--- src/rtl/rx_cmd_dispatcher_pkg.sv ---
// Shared types and constants for the receive command dispatcher.
package rx_disp_pkg;

  localparam int BYTE_W = 8;

  typedef enum logic [2:0] {
    IDLE,
    CHECK,
    VERIFY,
    RD,
    LAT,
    OUT,
    DONE
  } state_e;

  typedef enum logic [1:0] {
    ST_OK,
    ST_BAD_CMD,
    ST_BAD_LEN,
    ST_BAD_SUM
  } status_e;

  // Address width for a buffer of n bytes; never narrower than one bit.
  function automatic int clogb2(input int n);
    int r;
    r = 1;
    for (int i = 1; i < 32; i++) begin
      if ((1 << i) < n) r = i + 1;
    end
    return r;
  endfunction

endpackage

--- src/rtl/rx_cmd_dispatcher_sum8.sv ---
// 8-bit modular accumulator used by the checksum verify pass.
module rx_sum8
  import rx_disp_pkg::*;
(
  input  logic              clk_i,
  input  logic              reset_i,
  input  logic              clr_i,
  input  logic              en_i,
  input  logic [BYTE_W-1:0] data_i,
  output logic [BYTE_W-1:0] sum_o
);

  logic [BYTE_W-1:0] sum_q;

  // Clear wins over accumulate; the sum wraps modulo 256.
  always_ff @(posedge clk_i) begin
    if (reset_i || clr_i) begin
      sum_q <= '0;
    end else if (en_i) begin
      sum_q <= sum_q + data_i;
    end
  end

  assign sum_o = sum_q;

endmodule

--- src/rtl/rx_cmd_dispatcher.sv ---
// Receive command dispatcher: validates a received packet, reads its payload
// back out of the shared packet buffer and streams it to the consumer.
// Optional build macro RX_CMD_CHECKSUM_EN adds a checksum verify pass over
// the whole buffer before forwarding (last byte is the checksum).
//
// state  | meaning
// IDLE   | waiting for rx_done
// CHECK  | validate latched cmd/len
// VERIFY | pipelined read of all bytes, accumulate checksum
// RD     | issue one buffer read at idx
// LAT    | capture returned byte
// OUT    | present byte until handshake
// DONE   | one-cycle done pulse with status
module rx_cmd_dispatcher
  import rx_disp_pkg::*;
#(
  parameter  int NUMBER    = 256,
  parameter  int CMD_COUNT = 16,
  localparam int AW        = clogb2(NUMBER),
  localparam int IW        = AW + 1
) (
  input  logic              clk_i,
  input  logic              reset_i,
  input  logic              rx_done_i,
  input  logic [BYTE_W-1:0] cmd_rx_i,
  input  logic [BYTE_W-1:0] len_rx_i,
  output logic [AW-1:0]     rd_addr_o,
  output logic              rd_en_o,
  input  logic [BYTE_W-1:0] rd_data_i,
  output logic [BYTE_W-1:0] out_data_o,
  output logic              out_valid_o,
  input  logic              out_ready_i,
  output logic [BYTE_W-1:0] out_cmd_o,
  output logic              out_last_o,
  output logic              busy_o,
  output logic              done_o,
  output logic [1:0]        status_o,
  output logic              overrun_o
);

  state_e            state_q;
  status_e           status_q;
  logic [BYTE_W-1:0] cmd_q, len_q, out_data_q;
  logic [IW-1:0]     idx_q;
  logic [AW-1:0]     rd_addr_q;
  logic              rd_en_q, out_valid_q, out_last_q, busy_q, done_q, overrun_q;

  logic [IW-1:0]     len_w, last_idx_d, idx_inc_d;

  assign len_w     = IW'(len_q);
  assign idx_inc_d = idx_q + IW'(1);
`ifdef RX_CMD_CHECKSUM_EN
  // The checksum byte at the end of the buffer is not forwarded.
  assign last_idx_d = len_w - IW'(2);
`else
  assign last_idx_d = len_w - IW'(1);
`endif

`ifdef RX_CMD_CHECKSUM_EN
  logic              rd_vld_q;
  logic [BYTE_W-1:0] sum_acc;
  logic [BYTE_W-1:0] sum_total_d;

  rx_sum8 u_sum (
    .clk_i   (clk_i),
    .reset_i (reset_i),
    .clr_i   (state_q == CHECK),
    .en_i    (rd_vld_q),
    .data_i  (rd_data_i),
    .sum_o   (sum_acc)
  );

  assign sum_total_d = sum_acc + cmd_q + len_q;
`endif

  // Packet sequencing FSM with all outputs registered.
  always_ff @(posedge clk_i) begin
    if (reset_i) begin
      state_q     <= IDLE;
      status_q    <= ST_OK;
      cmd_q       <= '0;
      len_q       <= '0;
      idx_q       <= '0;
      rd_addr_q   <= '0;
      rd_en_q     <= 1'b0;
      out_data_q  <= '0;
      out_valid_q <= 1'b0;
      out_last_q  <= 1'b0;
      busy_q      <= 1'b0;
      done_q      <= 1'b0;
      overrun_q   <= 1'b0;
`ifdef RX_CMD_CHECKSUM_EN
      rd_vld_q    <= 1'b0;
`endif
    end else begin
      done_q    <= 1'b0;
      overrun_q <= rx_done_i && (state_q != IDLE);
`ifdef RX_CMD_CHECKSUM_EN
      rd_vld_q  <= rd_en_q && (state_q == VERIFY);
`endif
      case (state_q)
        IDLE: begin
          if (rx_done_i) begin
            cmd_q   <= cmd_rx_i;
            len_q   <= len_rx_i;
            idx_q   <= '0;
            busy_q  <= 1'b1;
            state_q <= CHECK;
          end
        end
        CHECK: begin
          if (32'(cmd_q) >= CMD_COUNT) begin
            status_q <= ST_BAD_CMD;
            done_q   <= 1'b1;
            state_q  <= DONE;
          end else if (32'(len_q) > NUMBER) begin
            status_q <= ST_BAD_LEN;
            done_q   <= 1'b1;
            state_q  <= DONE;
          end else if (len_q == '0) begin
`ifdef RX_CMD_CHECKSUM_EN
            status_q <= ST_BAD_LEN;
`else
            status_q <= ST_OK;
`endif
            done_q   <= 1'b1;
            state_q  <= DONE;
          end else begin
            rd_en_q   <= 1'b1;
            rd_addr_q <= '0;
`ifdef RX_CMD_CHECKSUM_EN
            idx_q     <= IW'(1);
            state_q   <= VERIFY;
`else
            idx_q     <= '0;
            state_q   <= RD;
`endif
          end
        end
`ifdef RX_CMD_CHECKSUM_EN
        VERIFY: begin
          // idx_q counts reads issued; decide once the last read has drained.
          if (idx_q < len_w) begin
            rd_en_q   <= 1'b1;
            rd_addr_q <= idx_q[AW-1:0];
            idx_q     <= idx_inc_d;
          end else begin
            rd_en_q <= 1'b0;
            if (!rd_en_q && !rd_vld_q) begin
              if (sum_total_d != '0) begin
                status_q <= ST_BAD_SUM;
                done_q   <= 1'b1;
                state_q  <= DONE;
              end else if (len_q == 8'd1) begin
                status_q <= ST_OK;
                done_q   <= 1'b1;
                state_q  <= DONE;
              end else begin
                idx_q     <= '0;
                rd_en_q   <= 1'b1;
                rd_addr_q <= '0;
                state_q   <= RD;
              end
            end
          end
        end
`endif
        RD: begin
          rd_en_q <= 1'b0;
          state_q <= LAT;
        end
        LAT: begin
          out_data_q  <= rd_data_i;
          out_valid_q <= 1'b1;
          out_last_q  <= (idx_q == last_idx_d);
          state_q     <= OUT;
        end
        OUT: begin
          if (out_ready_i) begin
            out_valid_q <= 1'b0;
            out_last_q  <= 1'b0;
            if (idx_q == last_idx_d) begin
              status_q <= ST_OK;
              done_q   <= 1'b1;
              state_q  <= DONE;
            end else begin
              idx_q     <= idx_inc_d;
              rd_en_q   <= 1'b1;
              rd_addr_q <= idx_inc_d[AW-1:0];
              state_q   <= RD;
            end
          end
        end
        DONE: begin
          busy_q  <= 1'b0;
          state_q <= IDLE;
        end
        default: begin
          state_q <= IDLE;
        end
      endcase
    end
  end

  assign rd_addr_o   = rd_addr_q;
  assign rd_en_o     = rd_en_q;
  assign out_data_o  = out_data_q;
  assign out_valid_o = out_valid_q;
  assign out_last_o  = out_last_q;
  assign out_cmd_o   = cmd_q;
  assign busy_o      = busy_q;
  assign done_o      = done_q;
  assign status_o    = status_q;
  assign overrun_o   = overrun_q;

endmodule
--- config.mk ---
export PLATFORM = sky130hd
export DESIGN_NAME = rx_cmd_dispatcher
export DESIGN_NICKNAME = d
export VERILOG_FILES = /design/src/rtl/rx_cmd_dispatcher_pkg.sv /design/src/rtl/rx_cmd_dispatcher_sum8.sv /design/src/rtl/rx_cmd_dispatcher.sv
export SDC_FILE = /design/constraint.sdc
export NUM_CORES = 1
export LEC_CHECK = 0
export CAP_MARGIN = 20
export CORE_MARGIN = 2
export CORE_UTILIZATION = 30
export CTS_CLUSTER_DIAMETER = 120
export DETAILED_ROUTE_END_ITERATION = 8
export GPL_TIMING_DRIVEN = 0
export SYNTH_ARGS = -nofsm -noshare
export SYNTH_HDL_FRONTEND = slang
export SYNTH_HIERARCHICAL = 1
export SYNTH_SLANG_ARGS = --single-unit
--- constraint.sdc ---
create_clock -name clk_i -period 3.4 [get_ports clk_i]
set_clock_uncertainty 0.2 [all_clocks]
set_input_delay 0.68 -clock clk_i [delete_from_list [all_inputs] [get_ports clk_i]]
set_output_delay 0.68 -clock clk_i [all_outputs]
set_load 0.01 [all_outputs]
# ---- After elaboration in Yosys (flattened, before gate mapping)
# Cells that the tools add are included.
dict set report word_totals {
  in_bits 28
  ff_bits 100
  ramBits 0
  latchBits 0
  mem_bits_ro 0
  n_memories 0
}
dict set report op_classes {
  n_eq_ne 13
  shift 0
  addsub 2
  reduce_logical 17
  div 0
  multipliers 0
  mux 37
  order_cmp 1
  bitwise_logic 0
}
# cell count
set ops {}
lappend ops {{$mux 33} 5}
lappend ops {{$mux 32} 4}
lappend ops {{$pmux 33 s3} 1}
lappend ops {{$pmux 32 s2} 1}
lappend ops {{$add 33x1->33 const B} 1}
lappend ops {{$eq 33x33->1} 1}
lappend ops {{$mux 3} 5}
lappend ops {{$pmux 3 s5} 1}
lappend ops {{$ne 2x2->1 const B} 6}
lappend ops {{$mux 1} 10}
lappend ops {{$reduce_and 5->1} 2}
lappend ops {{$eq 3x3->1 const B} 3}
lappend ops {{$reduce_bool 3->1} 3}
lappend ops {{$sub 8x1->9 const B} 1}
lappend ops {{$ge 8x5->1 const B} 1}
lappend ops {{$logic_not 8->1} 1}
lappend ops {{$mux 2} 4}
lappend ops {{$pmux 1 s2} 4}
lappend ops {{$reduce_and 2->1} 4}
lappend ops {{$reduce_and 6->1} 1}
lappend ops {{$reduce_bool 2->1} 3}
lappend ops {{$pmux 2 s2} 1}
lappend ops {{$reduce_and 4->1} 1}
lappend ops {{$eq 3x1->1 const B} 1}
lappend ops {{5 further kinds} 5}

# ---- Longest topological paths before layout
dict set report depth {
  ltp_word 5
  mapped_depth 11
  mapped_depth_nobuf 9
}

# ---- Worst setup path before layout
# No wires, ideal clock.
dict set report synth_path {
  kind {register to register}
  start {register len_q[0]}
  end {register rd_addr_q[20], in the netlist rd_addr_o[20]}
  setup_time_ns 0.117
  setup_slack_ns 0.658
  t_arrival_ns 2.425
  synth_period_minus_slack_ns 2.742
  required_ns 3.083
  path_stages_with_launch 12
  path_buffers 2
  path_cell_list {dfxtp_1 -> inv_1 -> ha_1 -> nor4b_4 -> and2_1 -> nor2_1 -> or2_2 -> a41o_1 -> buf_6 -> o21a_1 -> buf_2 -> a22o_1}
}
dict set report synth_between {
  elab_chain_cells 4
}
# element line
set synth_lines {}
lappend synth_lines {{start: declaration} rx_cmd_dispatcher.sv:43} ;# logic [BYTE_W-1:0] cmd_q, len_q, out_data_q;
lappend synth_lines {{start signal: assignment} rx_cmd_dispatcher.sv:105} ;# len_q <= len_rx_i;
lappend synth_lines {{$sub 8x1->9} rx_cmd_dispatcher.sv:56} ;# assign last_idx_d = len_w - IW'(1);
lappend synth_lines {{$eq 33x33->1} rx_cmd_dispatcher.sv:182} ;# if (idx_q == last_idx_d) begin
lappend synth_lines {{$ne 2x2->1 (no line)} -}
lappend synth_lines {{$reduce_and 5->1 (no line) (*)} -}
lappend synth_lines {{end signal: assignment} rx_cmd_dispatcher.sv:189} ;# rd_addr_q <= idx_inc_d[AW-1:0];
lappend synth_lines {{end: declaration} rx_cmd_dispatcher.sv:45} ;# logic [AW-1:0] rd_addr_q;
# Mark *: on every way between the ends. The rest lies on a longest branch, timed or not.
# A chain may end at the register's enable or synchronous reset.

# ---- Final worst setup path
dict set report layout_path {
  start {register len_q[0]}
  end {register rd_addr_q[21], in the netlist rd_addr_o[21]}
}
# The elaborated chain is that of the path after synthesis.

==> metrics.csv <==
stage;metric;value;unit
clock_tree;clock-sinks;99;
synth;synth-main-ff-cell;dfxtp_1;
grt;grt_pass1_wl;22500;um
clock_tree;worst_skew_pair.late_latency;0.35;ns
setup_path;cp_top_family;simple AND/OR/NAND/NOR gates;
hold_path;holdPathStages;1;
setup_path;reg2reg_slack;0.19;ns
clock_tree;htree_num_levels;3;
layout;final_nets;688;
grt;grt_pass1_vias;4238;
placement;place_area;5860;um^2
grt;met1_usage;21.4;%
setup_path;cp_data_required_time;3.49;ns
sta;period_needed;3.21;ns
setup_path;r2r_cells;11;
layout;area_delta_synth_final;30.4;%
grt;grtUsageMet3;5.49;%
sta;max-slew-margin-rel;48.6;%
setup_path;cp_cell_sequence;inv_1 > ha_1 > nor4b_4 > and2_2 > mux2i_4 > and4_1 > a41o_1 > buf_6 > o21a_2 > clkbuf_4 > a22o_1;
hold_path;worstHoldPathType;reg2reg;
setup_path;critical_path_class;reg2reg;
clock_tree;cts-root-buf;clkbuf_16;
sta;timing.fmax;311;MHz
power;p_sw;0.000975;W
setup_path;critPathCaptureType;register;
synth;synthAdderAreaFrac;0.523;%
setup_path;arrival;3.30;ns
floorplanning;dieArea;17000;um^2
layout;antenna_cells;0;
drt;wl_per_cell;15.8;um
synth;synth.area.mux_share;0.654;%
clock_tree;holdBufCountCts;0;
clock_tree;cts_buffers;9;
grt;grt.total_usage;17.0;%
grt;grt_max_degree;17;
clock_tree;clkTransAtPathRegs;0.07;ns
power;power_frac_seq;40.9;%
synth;synth_fp_nets;592;
sta;hold_viol;0;
power;total_power;0.00311;W
drt;detail-route-antenna-nets;0;
clock_tree;cts.path.max_buffers;2;
synth;synth_compound_area_share;21.7;%
power;pwr-share-clk;33.7;%
synth;yosys.area_share.simple;23.5;%
flow_run;maxCapViolCount;0;
floorplanning;core_area;15700;um^2
drt;remaining_drc_errors;0;
setup_path;cp.depth;11;
synth;syn_inst;562;
grt;met2_usage;28.0;%
synth;yosys_warnings;6;
setup_path;critical-path-max-stage-delay;0.36;ns
power;pwr-share-comb;25.4;%
synth;synth_xor_area_share;6.96;%
grt;grt.busiest_layer;met2;
setup_path;crit_path_start_kind;register;
synth;avgSynthCellArea;8.51;um^2
power;leakage;2.42;nW
layout;fin_util;39.7;%
power;sw_frac_of_total;31.3;%
clock_tree;cts_tree;built;
sta;finalCritPeriodShare;94.5;%
setup_path;timing.critical_path.buf_inv;3;
sta;fin_hold_ws;0.250;ns
power;internal_power;0.00214;W
floorplanning;die-width;130;um
drt;avgViaCountPerCell;5.00;
floorplanning;initial_utilization;30.4;%
sta;worst_pin_slew;0.771;ns
synth;syn_area;4780;um^2
placement;dp.final_hpwl;10500;um
sta;finalSetupTns;0;ns
drt;vias;4398;
floorplanning;placementRows;46;
synth;async_reset_ff_share;0;%
placement;portBuffers;81;
synth;synth_top_family_by_area;simple AND/OR/NAND/NOR gates;
synth;synth_edf_count;0;
setup_path;slowest_stage;dfxtp_1;
sta;setup_viol;0;
grt;antenna_found_initial;0;
sta;timing_max_transition_violations_final;0;
drt;drtIter0Drc;274;
setup_path;crit_path_max_fanout;10;
layout;post_route_cells_drive_above_1_share;8.60;%
grt;overflow;0;
floorplanning;chipHeight;130;um
drt;dr.pass1.iters;5;
synth;seq_area_frac_synth;41.4;%
power;vdd_ir_drop_max;0.000275;V
sta;rsz0062_at_grt;false;
placement;gp_congestion;0.933;
synth;synth_cell_type_count;61;
status;outcome;completed;
synth;ys_ff_latch;99;
layout;design_area;6240;um^2
floorplanning;num_io_pins;84;
power;power.density;499;nW/um^2
drt;drt-total-wl;13900;um
## cell usage after synthesis (all sizes together), types with 3 or more instances
cell / instances / area, um^2
nor3: 14 / 70.1
a21oi: 39 / 195
xor2: 18 / 158
and2: 8 / 50.1
buf: 14 / 81.3
dfxtp: 99 / 1980
nand2: 76 / 285
nand4: 15 / 93.8
or3: 8 / 55.1
or4: 3 / 22.5
nor4b: 3 / 41.3
o21ai: 8 / 40.0
o41ai: 6 / 67.6
clkbuf: 34 / 131
a31oi: 5 / 37.5
and4: 8 / 70.1
a22o: 10 / 87.6
nor2: 28 / 105
o31ai: 8 / 60.1
inv: 9 / 33.8
and3: 7 / 43.8
a21o: 33 / 248
nand3: 21 / 105
o211ai: 9 / 67.6
nor4: 15 / 100
a31o: 5 / 43.8
xnor2: 20 / 175
a221oi: 3 / 26.3
or2: 4 / 25.0
o21a: 3 / 22.5
## what timing repair did
action                                 in CTS  in global routing
pin swaps                                   0                  1
setup endpoints to repair                  36                 55
setup buffers                               0                  4
resized for setup                           4                  8
endpoints found under the hold margin       0                  0
## path summary, 6_finish.rpt
| check | from | end |
|---|---|---|
| setup / recovery | len_q[0]$_SDFFE_PP0P_ | rd_addr_o[21]$_SDFFE_PP0P_ |
| setup reg to reg | len_q[0]$_SDFFE_PP0P_ | rd_addr_o[21]$_SDFFE_PP0P_ |
| hold / removal | rd_addr_o[6]$_SDFFE_PP0P_ | rd_addr_o[6]$_SDFFE_PP0P_ |
| hold reg to reg | rd_addr_o[6]$_SDFFE_PP0P_ | rd_addr_o[6]$_SDFFE_PP0P_ |
## cell usage in the layout (no fill, tap or decap), types with 10 or more instances in the layout
cell / count
dfxtp_1: 99
nor2_1: 27
a22o_1: 10
clkbuf_1: 31
nand3_1: 21
clkdlybuf4s50_1: 81
a21oi_1: 39
xnor2_1: 20
xor2_1: 18
nand4_1: 15
a21o_1: 33
nand2_1: 76
nor3_1: 14
nor4_1: 13
## flip-flops by register name, indices dropped and copies added, names as in the netlist
signal / count
rd_addr_o: 32
done_o: 1
busy_o: 1
overrun_o: 1
state_q: 3
len_q: 8
status_o: 1
idx_q: 33
out_data_o: 8
out_cmd_o: 8
rd_en_o: 1
out_valid_o: 1
out_last_o: 1
## cells by family after synthesis
| family | after synthesis |
|---|---|
| compound gates | 144 |
| xor+xnor | 38 |
| fa+ha+maj | 2 |
| buf+inv | 57 |
| flops | 99 |
| mux | 3 |
| other cells | 1 |
| simple gates | 218 |
## layout make-up
class                   count  area, um^2
clock buffers              10         239
clock inverters             6        63.8
plain buffers              48         223
inverters                   9        33.8
repair buffers             85         841
fillers                  1587        9480
flip-flops and latches     99        1980
multi-input cells         406        2580
well taps                 216         270
## metrics by stage
stage	instances	worst slack [ns]
floorplan	562	0.658
global placement	859	-0.145
detailed placement	859	-0.187
CTS	875	0.0437
global route	879	0.0150
finish	879	0.188
## metal layers
layer	wire (um)	part of all wire, %
met5	0	0
met4	150	1.1
met3	919	6.6
met2	6510	47
met1	6270	45
## power by group through the flow
stage / Clock (W) / Combinational [W] / Sequential, W
floorplan: 0 / 0.000469 / 0.00131
global placement: 0 / 0.000745 / 0.00130
detailed placement: 0 / 0.000757 / 0.00130
CTS: 0.00108 / 0.000770 / 0.00127
global route: 0.00112 / 0.000872 / 0.00128
finish: 0.00105 / 0.000790 / 0.00127
(Power assumes the default switching activity.)
